`src/rtl/menu_fsm.sv`:
```
// Game-phase controller ahead of the 3-2-1-GO countdown: menu navigation, mode select, start, play gating.
// Build option MENU_WRAP_EN: menu_sel wraps at both ends instead of saturating.
module menu_fsm #(
    parameter int NUM_OPTIONS   = 3,
    parameter int SEL_W         = 2,
    parameter int HOLD_FRAMES   = 3,
    parameter int ARM_TIMEOUT   = 4,
    parameter int RETURN_FRAMES = 120
) (
    input  logic             clk,
    input  logic             reset,
    input  logic             btn_up,
    input  logic             btn_down,
    input  logic             btn_confirm,
    input  logic             cd_active,
    input  logic             game_over,
    output logic [SEL_W-1:0] menu_sel,
    output logic [SEL_W-1:0] mode,
    output logic             start,
    output logic             menu_active,
    output logic             play_en,
    output logic             arm_fail,
    output logic [2:0]       state_dbg
);

    localparam logic [2:0] S_MENU  = 3'd0;
    localparam logic [2:0] S_ARM   = 3'd1;
    localparam logic [2:0] S_COUNT = 3'd2;
    localparam logic [2:0] S_PLAY  = 3'd3;
    localparam logic [2:0] S_OVER  = 3'd4;

    localparam int TIMER_MAX = (ARM_TIMEOUT > RETURN_FRAMES) ? ARM_TIMEOUT : RETURN_FRAMES;
    localparam int TW        = $clog2(TIMER_MAX + 1);
    localparam int HW        = $clog2(HOLD_FRAMES + 1);

    localparam logic [SEL_W-1:0] SEL_LAST  = SEL_W'(NUM_OPTIONS - 1);
    localparam logic [TW-1:0]    ARM_LAST  = TW'(ARM_TIMEOUT - 1);
    localparam logic [TW-1:0]    RET_LAST  = TW'(RETURN_FRAMES - 1);
    localparam logic [HW-1:0]    HOLD_LAST = HW'(HOLD_FRAMES - 1);

    logic [2:0]       state, state_n;
    logic [SEL_W-1:0] sel_n, mode_n;
    logic [TW-1:0]    timer, timer_n;
    logic [HW-1:0]    hold_cnt, hold_n;
    logic             armed, armed_n;
    logic             start_n, arm_fail_n;
    logic             up_q, down_q;
    logic             up_edge, down_edge;

    assign up_edge   = btn_up & ~up_q;
    assign down_edge = btn_down & ~down_q;
    assign state_dbg = state;

    always_comb begin
        state_n    = state;
        sel_n      = menu_sel;
        mode_n     = mode;
        timer_n    = timer;
        hold_n     = hold_cnt;
        armed_n    = armed;
        start_n    = 1'b0;
        arm_fail_n = arm_fail;
        case (state)
            S_MENU: begin
                // A confirm already held on entry must be released before it can count.
                if (!btn_confirm) armed_n = 1'b1;
                if (armed && btn_confirm) begin
                    if (hold_cnt == HOLD_LAST) begin
                        start_n    = 1'b1;
                        mode_n     = menu_sel;
                        arm_fail_n = 1'b0;
                        state_n    = S_ARM;
                        timer_n    = '0;
                        hold_n     = '0;
                        armed_n    = 1'b0;
                    end else begin
                        hold_n = hold_cnt + HW'(1);
                    end
                end else begin
                    hold_n = '0;
                end
                if (!start_n && hold_cnt == '0 && (up_edge ^ down_edge)) begin
                    if (up_edge) begin
                        if (menu_sel != '0) sel_n = menu_sel - SEL_W'(1);
`ifdef MENU_WRAP_EN
                        else                sel_n = SEL_LAST;
`endif
                    end else begin
                        if (menu_sel != SEL_LAST) sel_n = menu_sel + SEL_W'(1);
`ifdef MENU_WRAP_EN
                        else                      sel_n = '0;
`endif
                    end
                end
            end
            S_ARM: begin
                if (cd_active) begin
                    state_n = S_COUNT;
                end else if (timer == ARM_LAST) begin
                    arm_fail_n = 1'b1;
                    state_n    = S_MENU;
                    armed_n    = 1'b0;
                    hold_n     = '0;
                    timer_n    = '0;
                end else begin
                    timer_n = timer + TW'(1);
                end
            end
            S_COUNT: begin
                if (!cd_active) state_n = S_PLAY;
            end
            S_PLAY: begin
                if (game_over) begin
                    state_n = S_OVER;
                    timer_n = '0;
                end
            end
            S_OVER: begin
                if (timer == RET_LAST) begin
                    state_n = S_MENU;
                    armed_n = 1'b0;
                    hold_n  = '0;
                    timer_n = '0;
                end else begin
                    timer_n = timer + TW'(1);
                end
            end
            default: state_n = S_MENU;
        endcase
    end

    // Flags are registered from the next state so they line up with state itself.
    always_ff @(posedge clk or posedge reset) begin
        if (reset) begin
            state       <= S_MENU;
            menu_sel    <= '0;
            mode        <= '0;
            timer       <= '0;
            hold_cnt    <= '0;
            armed       <= 1'b0;
            start       <= 1'b0;
            arm_fail    <= 1'b0;
            menu_active <= 1'b1;
            play_en     <= 1'b0;
            up_q        <= 1'b0;
            down_q      <= 1'b0;
        end else begin
            state       <= state_n;
            menu_sel    <= sel_n;
            mode        <= mode_n;
            timer       <= timer_n;
            hold_cnt    <= hold_n;
            armed       <= armed_n;
            start       <= start_n;
            arm_fail    <= arm_fail_n;
            menu_active <= (state_n == S_MENU);
            play_en     <= (state_n == S_PLAY);
            up_q        <= btn_up;
            down_q      <= btn_down;
        end
    end

endmodule

```
`config.mk`:
```
export PLATFORM = sky130hd
export DESIGN_NAME = menu_fsm
export DESIGN_NICKNAME = d
export VERILOG_FILES = /design/src/rtl/menu_fsm.sv
export SDC_FILE = /design/constraint.sdc
export NUM_CORES = 1
export LEC_CHECK = 0
export ABC_AREA = 0
export BUFFER_PORTS_ARGS = -buffer_cell sky130_fd_sc_hd__buf_2
export CORE_MARGIN = 5
export CORE_UTILIZATION = 55
export CTS_CLUSTER_SIZE = 30
export DETAILED_ROUTE_END_ITERATION = 7
export GPL_TIMING_DRIVEN = 0
export HOLD_SLACK_MARGIN = 0.03
export PLACE_DENSITY = 0.77
export SYNTH_ARGS = -nofsm -noshare
export SYNTH_HDL_FRONTEND = slang
export SYNTH_SLANG_ARGS = --single-unit
```
`constraint.sdc`:
```
create_clock -name clk -period 2.38 [get_ports clk]
set_input_delay 0.476 -clock clk [delete_from_list [all_inputs] [get_ports clk]]
set_output_delay 0.476 -clock clk [all_outputs]
set_load 0.01 [all_outputs]
```
==> out/results.txt <==
grt ovf = 0
Die Footprint = 3560 um^2
setup violators final = 0
root buffer cell = clkbuf_4
crit-path max FO = 6
commonest non-fill, non-tap cells in the layout = dfrtp_1 (22), buf_2 (18), nor2_1 (9), nand3_1 (9)
Antenna Violating Nets Remaining = 0
dpl hpwl = 2.28 mm
fin crit period = 2.02 ns
CP required = 2.59 ns
Max Cap Violations = 0
GR Util met1 = 0.247
vias per cell = 6.34
most common cell after layout, fill and taps aside = dfrtp_1
DRT Pass-1 Iters = 4
Routed WL per cell = 17.2 um
diode count = 0
fmax = 495 MHz
Synth area leaders = dfrtp_1 (41%), o211ai_2 (3.7%), nand3_1 (3.3%)
met3 Resource Use GR = 0.0346
count of mapped cells out of synthesis = 129
fin crit share = 0.849
area delta synth->final = 11.0%
Die Wd = 59.7 um
TNS Setup = 0 ns
Port Buffers = 17
via count = 1,141
status = complete, no violations
Max Root-Sink Buffers = 2
Crit-path slowest cell = nor2b_1
post-synthesis sequential area ratio = 0.425
Yosys cell types = 55
Resized cells post-CTS = 0
row count = 18
number of synthesized flops with an enable pin = 0
Avg Inst Size Synth = 10.5 um^2
Placer Congestion = 0.803
post-synth top area cell = dfrtp_1
Die Height = 59.7 um
vias in the first global route = 1,199
final worst hold slack = 0.269 ns
Final nets = 159
P per Cell Area = 1160 nW/um^2
cell area after synthesis = 1360 um^2
Sink Count = 23
CP cell instances = ha_1 > nor2b_1 > a41oi_2 > a21oi_2 > mux2_2
Worst Path Buf+Inv = 0
Reg clk slew, reported paths = 0.14 ns
initial antenna violation count = 0
first-pass GRT wire length = 5.49 mm
Crit path max-delay family = compound AO/OA/AOI/OAI gates
RSZ-0062 raised after global routing = false
syn_nets = 137
H-tree depth = 1
share of cells above drive strength 1 = 0.320
post-synth top area share = 0.406
Worst-Margin Slew = 0.865 ns
Worst setup EP type = flip-flop
WP depth = 5
layer with the highest usage = met2
# Post-CTS Setup Buffers = 0
starting DRC count in detailed routing = 75
CTS tree = yes
worst path arrival time = 2.23 ns
pins over their slew limit = 0
met2 Resource Use GR = 0.355
leak pwr = 0.661 nW
hold path depth = 1
core box area = 2410 um^2
YS warnings = 0
Yosys reg bits = 23
final worst slack = 0.359 ns
initial core utilization = 0.563
pre-CTS WS = 0.398 ns
Critical Path Max Stage Delay = 0.44 ns
CTS Buf Count = 3
clock skew = 0.0122 ns
Async SR Flop Fraction = 1.00
I/O pin cnt = 18
Total Routing Usage GR = 0.207
startpoint class of the critical path = flip-flop
worst hold-check path type = in -> reg
Crit Path Class = reg -> reg
Power, Total = 1.75 mW
slew margin rel. = 0.422
clk_lat worst skew = 0.32 ns
Max IR drop VDD = 0.592 mV
DRC viols = 0
main flop type after synthesis = dfrtp_1
Hold Vio Cnt, Final = 0
hold_buf cts = 0
reg2reg path depth = 5
largest net degree at the start of global routing = 24
DRT Wirelength = 3.10 mm
through the flow:
step / cell area [um^2] / utilization / instances
floorplan: 1360 / - / 129
global placement: 1480 / 0.614 / 176
detailed placement: 1480 / 0.614 / 176
CTS: 1510 / 0.625 / 180
global route: 1510 / 0.625 / 180
finish: 1510 / 0.625 / 180
power by group:
part	switching [mW]	internal, mW	leakage, nW
Combinational	0.507	0.385	0.351
Clock	0.124	0.0657	0.0150
Sequential	0.146	0.523	0.295
Total	0.778	0.974	0.661
cells in the mapped netlist, types with 2 or more instances:
master,number
nor2b_1,2
inv_1,4
o211ai_1,4
nand2b_1,4
nand2_1,7
mux2_2,4
a21oi_1,7
dfrtp_1,22
a211oi_1,4
or2_2,4
o211ai_2,4
nor2_2,2
o21ai_1,2
or3_1,2
nand3_1,9
nor2_1,9
logic make-up after synthesis:
logic type	count (synthesis)	share of synthesized area
buffers and inverters	8	0.0314
DFF	23	0.425
xor gates and xnor gates	2	0.0129
and+or+nand+nor	51	0.219
AOI/OAI and AO/OA	39	0.258
muxes	5	0.0443
adders and majority gates	1	0.00922
sequential cells by signal (all words and copies together) (netlist names):
name	cells
timer	7
state_dbg	3
hold_cnt	2
menu_sel	2
mode	2
arm_fail	1
armed	1
down_q	1
menu_active	1
play_en	1
start	1
up_q	1
final timing paths:
kind,start,endpoint,slack (ns)
hold / removal,btn_down,down_q,0.27
min in group asynchronous,reset,arm_fail,0.31
hold reg to reg,timer[0],timer[0],0.52
setup / recovery,timer[0],hold_cnt[0],0.36
max in group asynchronous,reset,timer[0],1.53
setup reg to reg,timer[0],hold_cnt[0],0.36
layer usage:
layer  vias to the layer above  wire, um
met5                         -         0
met3                        11       137
met2                        31      1600
met4                         0        87
li1                        527         -
met1                       572      1270
area by class of cell:
| type | instances | area [um^2] |
|---|---|---|
| Inverter | 4 | 15.0 |
| Multi-Input combinational cell | 98 | 737 |
| Sequential cell | 23 | 577 |
| Timing Repair Buffer | 17 | 85.1 |
| Buffer | 4 | 27.5 |
| Fill cell | 192 | 905 |
| Clock buffer | 4 | 26.3 |
| Tap cell | 30 | 37.5 |
No activity file was read; power rests on OpenSTA's default activity.
